## src/rtl/sdram_word_requester.sv

```systemverilog
// Splits 32-bit host word commands into two big-endian 16-bit four-phase
// handshakes on the SDRAM controller write/read ports, with per-phase timeout.
module sdram_word_requester #(
    parameter int TIMEOUT_CYCLES = 4096
) (
    input  logic        clk,
    input  logic        rst_n,
    input  logic        host_req_valid,
    output logic        host_req_ready,
    input  logic        host_we,
    input  logic [31:0] host_addr,
    input  logic [31:0] host_wdata,
    output logic        host_rsp_valid,
    output logic        host_rsp_err,
    output logic [31:0] host_rdata,
    output logic        writeport_wr,
    output logic [31:0] writeport_addr,
    output logic [15:0] writeport_data,
    input  logic        writeport_ack,
    output logic        readport_rd,
    output logic [31:0] readport_addr,
    input  logic [15:0] readport_data,
    input  logic        readport_ack
);

    localparam int               CNT_W      = $clog2(TIMEOUT_CYCLES) + 1;
    localparam logic [CNT_W-1:0] CNT_LAST   = CNT_W'(TIMEOUT_CYCLES - 1);
    localparam bit               TIMEOUT_EN = (TIMEOUT_CYCLES != 0);

    typedef enum logic [2:0] {
        S_IDLE, S_HI_REQ, S_HI_REL, S_LO_REQ, S_LO_REL, S_RESP, S_ERR, S_DRAIN
    } state_t;

    state_t           r_state;
    logic [CNT_W-1:0] r_cnt;
    logic             r_we;
    logic [31:1]      r_base;
    logic [15:0]      r_wdata_lo;
    logic [15:0]      r_rd_hi;
    logic [15:0]      r_rd_lo;
    logic             r_wr;
    logic             r_rd;
    logic             r_rsp_valid;
    logic             r_rsp_err;
    logic [31:0]      r_rdata;
    logic [31:0]      r_port_addr;
    logic [15:0]      r_port_data;

    logic w_ack;
    logic w_is_req;
    logic w_exit;
    logic w_timeout;
    logic w_unused_addr_lsb;

    // Address bit 0 is forced to zero on the halfword base.
    assign w_unused_addr_lsb = host_addr[0];

    assign w_ack     = r_we ? writeport_ack : readport_ack;
    assign w_is_req  = (r_state == S_HI_REQ) || (r_state == S_LO_REQ);
    assign w_exit    = w_is_req ? w_ack : ~w_ack;
    assign w_timeout = TIMEOUT_EN && (r_cnt == CNT_LAST);

    // Never accept while the controller still holds an ack from an aborted access.
    assign host_req_ready = (r_state == S_IDLE) && !writeport_ack && !readport_ack;

    always_ff @(posedge clk or negedge rst_n) begin
        if (!rst_n) begin
            r_state     <= S_IDLE;
            r_cnt       <= '0;
            r_wr        <= 1'b0;
            r_rd        <= 1'b0;
            r_rsp_valid <= 1'b0;
            r_rsp_err   <= 1'b0;
            r_rdata     <= '0;
            r_port_addr <= '0;
            r_port_data <= '0;
        end else begin
            r_rsp_valid <= 1'b0;
            r_rsp_err   <= 1'b0;
            case (r_state)
                S_IDLE: begin
                    if (host_req_valid && host_req_ready) begin
                        r_we        <= host_we;
                        r_base      <= host_addr[31:1];
                        r_wdata_lo  <= host_wdata[15:0];
                        r_port_addr <= {host_addr[31:1], 1'b0};
                        if (host_we) begin
                            r_port_data <= host_wdata[31:16];
                        end
                        r_wr        <= host_we;
                        r_rd        <= ~host_we;
                        r_cnt       <= '0;
                        r_state     <= S_HI_REQ;
                    end
                end
                S_HI_REQ, S_HI_REL, S_LO_REQ, S_LO_REL: begin
                    if (w_exit) begin
                        r_cnt <= '0;
                        if (r_state == S_HI_REQ) begin
                            if (!r_we) begin
                                r_rd_hi <= readport_data;
                            end
                            r_wr    <= 1'b0;
                            r_rd    <= 1'b0;
                            r_state <= S_HI_REL;
                        end else if (r_state == S_LO_REQ) begin
                            if (!r_we) begin
                                r_rd_lo <= readport_data;
                            end
                            r_wr    <= 1'b0;
                            r_rd    <= 1'b0;
                            r_state <= S_LO_REL;
                        end else if (r_state == S_HI_REL) begin
                            r_port_addr <= {r_base, 1'b1};
                            if (r_we) begin
                                r_port_data <= r_wdata_lo;
                            end
                            r_wr    <= r_we;
                            r_rd    <= ~r_we;
                            r_state <= S_LO_REQ;
                        end else begin
                            if (!r_we) begin
                                r_rdata <= {r_rd_hi, r_rd_lo};
                            end
                            r_rsp_valid <= 1'b1;
                            r_state     <= S_RESP;
                        end
                    end else if (w_timeout) begin
                        r_wr        <= 1'b0;
                        r_rd        <= 1'b0;
                        r_rsp_valid <= 1'b1;
                        r_rsp_err   <= 1'b1;
                        r_rdata     <= '0;
                        r_state     <= S_ERR;
                    end else if (r_cnt != '1) begin
                        r_cnt <= r_cnt + CNT_W'(1);
                    end
                end
                S_RESP:  r_state <= S_IDLE;
                S_ERR:   r_state <= S_DRAIN;
                S_DRAIN: begin
                    if (!writeport_ack && !readport_ack) begin
                        r_state <= S_IDLE;
                    end
                end
                default: r_state <= S_IDLE;
            endcase
        end
    end

    assign host_rsp_valid = r_rsp_valid;
    assign host_rsp_err   = r_rsp_err;
    assign host_rdata     = r_rdata;
    assign writeport_wr   = r_wr;
    assign writeport_addr = r_port_addr;
    assign writeport_data = r_port_data;
    assign readport_rd    = r_rd;
    assign readport_addr  = r_port_addr;

endmodule

```

## config.mk

```make
export PLATFORM = sky130hd
export DESIGN_NAME = sdram_word_requester
export DESIGN_NICKNAME = d
export VERILOG_FILES = /design/src/rtl/sdram_word_requester.sv
export SDC_FILE = /design/constraint.sdc
export NUM_CORES = 1
export LEC_CHECK = 0
export ABC_AREA = 1
export CORE_MARGIN = 1
export CORE_UTILIZATION = 40
export DETAILED_ROUTE_END_ITERATION = 10
export GPL_TIMING_DRIVEN = 0
export PLACE_DENSITY = 0.67
export SLEW_MARGIN = 25
export SYNTH_ARGS = -nofsm -noshare
export SYNTH_HDL_FRONTEND = slang
export SYNTH_SLANG_ARGS = --single-unit
export TNS_END_PERCENT = 1
```

## constraint.sdc

```tcl
create_clock -name clk -period 5.4 [get_ports clk]
set_input_delay 1.08 -clock clk [delete_from_list [all_inputs] [get_ports clk]]
set_output_delay 1.08 -clock clk [all_outputs]
set_load 0.005 [all_outputs]
```

==> results.sh, run 1 <==
export IMPL_cts_clk_slew_worst_paths_ns=0.07
export IMPL_hold_class="flip-flop to flip-flop"
export IMPL_htreeDepth=4
export IMPL_path_class="input port to output port"
export IMPL_cts_root_buffer="clkbuf_16"
export IMPL_syn_avg_cell_area_sq_um=9.21
export IMPL_layout_drive_gt1_share_pct=11.2
export IMPL_dp_hpwl_microns=13700
export IMPL_worst_slack_ns=1.85
export IMPL_finalInstanceArea_sq_um=11000
export IMPL_grt_overflow=0
export IMPL_io_buffers=201
export IMPL_cts_sinks=180
export IMPL_core_area_sq_um=19500
export IMPL_synth_flop_cell="dfrtp_1"
export IMPL_skew_ns=0.0102
export IMPL_area_growth_pct=38.0
export IMPL_hold_viol=0
export IMPL_die_area_sq_um=20500
export IMPL_period_share_pct=65.8
export IMPL_worst_slew_pin_slew_ns=0.500
export IMPL_synthCells=867
export IMPL_drcViolationCount=0
export IMPL_nets=1180
export IMPL_diodes=0
export IMPL_p_leak_nw=5.19
export IMPL_status="completed"
export IMPL_initial_core_util_pct=40.9
export IMPL_yosys_warnings=0
export IMPL_rsz0062_at_grt="no"
export IMPL_crit_path_end_kind="output port"
export IMPL_ir_worst_vdd_mv=0.301
export IMPL_tritoncts="built"
export IMPL_routed_wl_microns=18700
export IMPL_antenna_found_initial=0
export IMPL_power_density_nw_per_um2=540
export IMPL_fin_tns_setup_ns=0
export IMPL_place_ws_ns=1.81
export IMPL_die_h_microns=143
export IMPL_cp_cell_sequence="clkdlybuf4s50_1 > nor2_1 > inv_1 > nor2_1 > clkdlybuf4s50_1"
export IMPL_synth_edf_count=80
export IMPL_cts_setup_buffers=0
export IMPL_critPathRequiredTime_ns=4.32
export IMPL_drv_slew=0
export IMPL_hold_slack_ns=0.468
export IMPL_cts_resized=0
export IMPL_grt_start_max_net_pins=64
export IMPL_vias_per_cell=4.52
export IMPL_crit_family="buffers and inverters"
export IMPL_ctsHoldBuffers=0
export IMPL_groute_usage_overall_pct=19.2
export IMPL_numCtsBuffers=17
export IMPL_drt_wirelength_per_cell_microns=13.6
export IMPL_final_setup_viol_count=0
export IMPL_worstSkewPairLatency_ns=0.43
export IMPL_final_util_pct=56.5
export IMPL_gp_congestion=0.797
export IMPL_cp_start_kind="input port"
export IMPL_synth_area_sq_um=7990
export IMPL_critPathArrivalTime_ns=2.47
export IMPL_dr_total_vias=6199
export IMPL_synth_distinct_cells=31
export IMPL_first_pass_iters=5
export IMPL_fin_crit_ns=3.55
export IMPL_chipWidth_microns=143
export IMPL_ys_seq_elements=180
export IMPL_placed_cell_area_sq_um=10400
export IMPL_synth_async_sr_flop_share_pct=55.6
export IMPL_drtIter0Drc=305
export IMPL_boundaryPins=203
export IMPL_max_slew_margin_pct=66.7
export IMPL_grt_pass1_wl_microns=29800
export IMPL_path_max_fanout=2
export IMPL_grt_pass1_vias=5865
export IMPL_row_count=51
export IMPL_critPathMaxStageDelay_ns=0.55
export IMPL_cts_max_path_buffers=2
export IMPL_fmax_mhz=281
export IMPL_seq_area_frac_synth_pct=61.4
export IMPL_drv_cap=0
export IMPL_synth_fp_nets=955
export IMPL_final_antenna_net_count=0
export IMPL_path_buf_inv=3
export IMPL_slowest_stage="clkdlybuf4s50_1"
synth_stat cells (3+ instances only):
cell type	instances	area, sq um
buf_2	20	100
nor2_2	3	18.8
edfxtp_1	80	2400
dfrtp_1	100	2500
nand2_1	399	1500
nand3_1	34	170
buf_4	36	270
nor3_1	3	15.0
inv_1	49	184
buf_6	6	67.6
inv_2	5	18.8
xor2_1	3	26.3
nand4_1	36	225
clkbuf_1	9	33.8
nand2_4	3	33.8
nand2_2	5	31.3
nor2_1	55	206
tightest hold or removal path, cell delays in order (launching register included):
cell and delay (ns):
dfrtp_1 0.34, nand2_1 0.05, nand2_1 0.04
area by class of cell:
class                   instances  area [sq um]
fillers                      1793          8500
clock inverters                15           165
clock buffers                  17           425
multi-input cells             562          2420
flip-flops and latches        180          4900
repair buffers                206          2100
plain buffers                  71           472
inverters                      54           203
well taps                     265           332
state kept, by name, summed over array words and instances, names as in the netlist:
| signal | count |
|---|---|
| host_rdata | 32 |
| host_rsp_err | 1 |
| r_rd_hi | 16 |
| r_base | 31 |
| r_state | 3 |
| r_rd_lo | 16 |
| r_cnt | 13 |
| r_wdata_lo | 16 |
| host_rsp_valid | 1 |
| writeport_data | 16 |
| r_we | 1 |
| writeport_wr | 1 |
| readport_addr | 32 |
| readport_rd | 1 |
logic make-up (layout without fill, tap and decap cells):
group           after synthesis  in the layout  synth area share [%]
compound gates               10             10                 0.971
xor+xnor                      4              4                 0.439
fa+ha+maj                     2              2                 0.313
flops                       180            180                  61.4
simple gates                546            546                  28.4
buf+inv                     125            363                  8.44
routing by layer:
layer | share of wire, % | GRT usage (%) | wire (microns) | up-vias
met3 | 8.1 | 6.30 | 1510 | 16
met1 | 43 | 24.1 | 8000 | 2827
li1 | - | - | - | 3180
met2 | 48 | 31.2 | 8890 | 176
met5 | 0 | 0 | 0 | -
met4 | 1.5 | 6.22 | 274 | 0
through the flow:
stage | power (mW) | instances
after floorplan | 3.53 | 867
after global placement | 4.72 | 1333
after detailed placement | 4.78 | 1338
after CTS | 6.03 | 1370
after global routing | 6.43 | 1370
final | 5.96 | 1370
cells in the final DEF, fill, tap and decap left out, drive strengths merged, types with 2 or more instances in the layout:
| cell | n |
|---|---|
| clkbuf | 26 |
| or2 | 2 |
| dfrtp | 100 |
| xor2 | 3 |
| inv | 61 |
| nor3 | 3 |
| nand2 | 407 |
| nand3b | 2 |
| clkinv | 7 |
| a21oi | 3 |
| nand3 | 35 |
| edfxtp | 80 |
| nand4 | 36 |
| buf | 68 |
| ha | 2 |
| clkdlybuf4s50 | 200 |
| nor2 | 60 |
| o21ai | 5 |
power breakdown:
part	leakage [nW]	internal [mW]	switching (mW)
clock network	0.289	0.658	0.572
registers	2.01	1.74	0.204
logic	2.89	1.32	1.46
total	5.19	3.72	2.24
path summary, 6_finish.rpt:
kind	from	endpoint	slack [ns]	cells after the start
setup / recovery	readport_ack	host_req_ready	1.85	5
hold / removal	writeport_data[11]$_DFFE_PN0P_	writeport_data[11]$_DFFE_PN0P_	0.47	2
setup reg to reg	r_state[2]$_DFFE_PN0P_	host_rdata[27]$_DFFE_PN0P_	2.82	10
hold reg to reg	writeport_data[11]$_DFFE_PN0P_	writeport_data[11]$_DFFE_PN0P_	0.47	2
max in group asynchronous	rst_n	r_state[2]$_DFFE_PN0P_	4.18	2
min in group asynchronous	rst_n	host_rdata[31]$_DFFE_PN0P_	0.56	1
No activity file was read; power rests on OpenSTA's default activity.
==> run 2, diff against run 1 <==
==> constraint.sdc (replaced) <==
create_clock -name clk -period 3.7 [get_ports clk]
set_input_delay 0.74 -clock clk [delete_from_list [all_inputs] [get_ports clk]]
set_output_delay 0.74 -clock clk [all_outputs]
set_load 0.005 [all_outputs]
==> results of run 2 <==
Same layout as run 1 (identical final DEF). Status: completed.
Main changes from that run: setup slack after placement 1.81 ns -> 0.451 ns; setup slack after layout 1.85 ns -> 0.825 ns; hold slack 0.468 ns -> 0.218 ns; register-to-register setup slack 2.82 ns -> 1.12 ns; total power 5.96 mW -> 8.70 mW; worst IR drop on VDD 0.301 mV -> 0.439 mV
==> run 3, diff against run 2 <==
==> constraint.sdc (replaced) <==
create_clock -name clk -period 2.76 [get_ports clk]
set_input_delay 0.552 -clock clk [delete_from_list [all_inputs] [get_ports clk]]
set_output_delay 0.552 -clock clk [all_outputs]
set_load 0.005 [all_outputs]
==> results.sh, run 3 (same netlist as run 1, synthesis figures left out) <==
export IMPL_finalInstanceArea_sq_um=11000
export IMPL_initial_core_util_pct=40.9
export IMPL_skew_ns=0.0189
export IMPL_layout_drive_gt1_share_pct=11.1
export IMPL_cts_sinks=180
export IMPL_worst_slack_ns=0.0304
export IMPL_cts_clk_slew_worst_paths_ns=0.07
export IMPL_grt_overflow=0
export IMPL_path_class="flip-flop to flip-flop"
export IMPL_grt_pass1_wl_microns=29800
export IMPL_grt_pass1_vias=5845
export IMPL_antenna_found_initial=0
export IMPL_hold_class="input port to async pin"
export IMPL_r2r_start="r_state[2]$_DFFE_PN0P_"
export IMPL_placedCellCount=1336
export IMPL_groute_usage_overall_pct=19.0
export IMPL_dr_total_vias=6219
export IMPL_diodes=0
export IMPL_area_growth_pct=37.8
export IMPL_cts_root_buffer="clkbuf_16"
export IMPL_fmax_mhz=366
export IMPL_chipWidth_microns=143
export IMPL_rsz0062_at_grt="yes"
export IMPL_place_ws_ns=-0.407
export IMPL_first_pass_iters=5
export IMPL_p_leak_nw=5.17
export IMPL_path_max_fanout=16
export IMPL_fin_crit_ns=2.73
export IMPL_crit_path_end_kind="flip-flop"
export IMPL_grt_start_max_net_pins=60
export IMPL_hold_slack_ns=0.0513
export IMPL_most_common_layout_cells="nand2_1, clkdlybuf4s50_1, dfrtp_1"
export IMPL_p_clk_share_pct=20.5
export IMPL_drtIter0Drc=333
export IMPL_routed_wl_microns=18800
export IMPL_tritoncts="built"
export IMPL_drv_slew=0
export IMPL_grt_use_met1_pct=24.1
export IMPL_fin_tns_setup_ns=0
export IMPL_final_setup_viol_count=0
export IMPL_io_buffers=201
export IMPL_period_share_pct=98.9
export IMPL_row_count=51
export IMPL_cts_setup_buffers=0
export IMPL_critPathArrivalTime_ns=2.77
export IMPL_die_area_sq_um=20500
export IMPL_worst_slew_pin_slew_ns=0.881
export IMPL_power_internal_mw=7.28
export IMPL_dp_hpwl_microns=13500
export IMPL_fin_cells=1368
export IMPL_p_sw_mw=4.36
export IMPL_gp_congestion=0.814
export IMPL_placed_cell_area_sq_um=10400
export IMPL_critPathRequiredTime_ns=2.80
export IMPL_cp_start_kind="flip-flop"
export IMPL_die_h_microns=143
export IMPL_boundaryPins=203
export IMPL_numCtsBuffers=17
export IMPL_seq_power_share_pct=32.6
export IMPL_power_density_nw_per_um2=1060
export IMPL_final_antenna_net_count=0
export IMPL_drv_cap=0
export IMPL_vias_per_cell=4.55
export IMPL_ctsHoldBuffers=0
export IMPL_worstSkewPairLatency_ns=0.43
export IMPL_drt_wirelength_per_cell_microns=13.7
export IMPL_nets=1178
export IMPL_layout_commonest_cell="nand2_1"
export IMPL_setup_worst_path_start="r_state[2]$_DFFE_PN0P_"
export IMPL_cts_max_path_buffers=2
export IMPL_gr_max_usage_layer="met2"
export IMPL_htreeDepth=4
export IMPL_max_slew_margin_pct=41.2
export IMPL_hold_viol=0
export IMPL_drcViolationCount=0
export IMPL_met2_usage_pct=31.1
export IMPL_p_sw_share_pct=37.5
export IMPL_combPwrFrac_pct=46.9
export IMPL_use_met3_pct=6.60
export IMPL_ir_worst_vdd_mv=0.541
export IMPL_status="completed"
export IMPL_core_area_sq_um=19500
## run 3: cell count changes in the layout (fill, tap and decap cells not counted), moves of 2 or more
cell and delta:
buf_16 +2, clkinvlp_4 +3, clkinv_4 -3, buf_12 -2
buf_6 -2
## run 3: layer usage
| metal | part of all wire, % | up-vias |
|---|---|---|
| met3 | 7.8 | 13 |
| li1 | - | 3168 |
| met1 | 43 | 2858 |
| met4 | 0.77 | 0 |
| met5 | 0 | - |
| met2 | 49 | 180 |
## run 3: worst paths after layout
path | end | slack [ns] | depth (start not counted)
max | r_rd_hi[8]$_DFFE_PP_ | 0.03 | 8
min | host_rdata[18]$_DFFE_PN0P_ | 0.05 | 1
max reg2reg | r_rd_hi[8]$_DFFE_PP_ | 0.03 | 8
min reg2reg | host_rdata[10]$_DFFE_PN0P_ | 0.47 | 2
max in group asynchronous | readport_addr[23]$_DFFE_PN0P_ | 2.05 | 2
min in group clk | host_rdata[10]$_DFFE_PN0P_ | 0.47 | 2
## run 3: critical path: stages (launching register included)
cell and delay [ns]:
dfrtp_1 0.36, buf_4 0.16, nor2_1 0.21, inv_1 0.07, ha_1 0.35, buf_2 0.24, inv_1 0.10, nand4_1 0.15
nor2_2 0.71
## run 3: stage by stage
stage          power [mW]  util (%)
3_5_place_dp         9.36      53.4
5_1_grt              12.5      56.4
6_report             11.6      56.4
3_3_place_gp         9.27      52.9
4_1_cts              11.8      56.4
2_1_floorplan        6.91         -
## run 3: power by group through the flow
stage	clock network, mW	registers, mW	logic, mW
global placement	0	3.85	5.42
detailed placement	0	3.84	5.51
floorplan	0	3.82	3.09
CTS	2.44	3.81	5.55
global route	2.53	3.87	6.14
finish	2.38	3.80	5.46
## run 3: cell type report
class / count / area [sq um]
plain buffers: 71 / 473
multi-input cells: 562 / 2420
inverters: 54 / 203
clock buffers: 19 / 433
repair buffers: 204 / 2100
clock inverters: 13 / 144
well taps: 265 / 332
fillers: 1783 / 8520
flip-flops and latches: 180 / 4900
## run 3: repair_timing
item,4_1_cts,5_1_grt
gates cloned,0,0
endpoints found under the setup margin,16,33
resized for setup,0,2
endpoints found under the hold margin,0,0
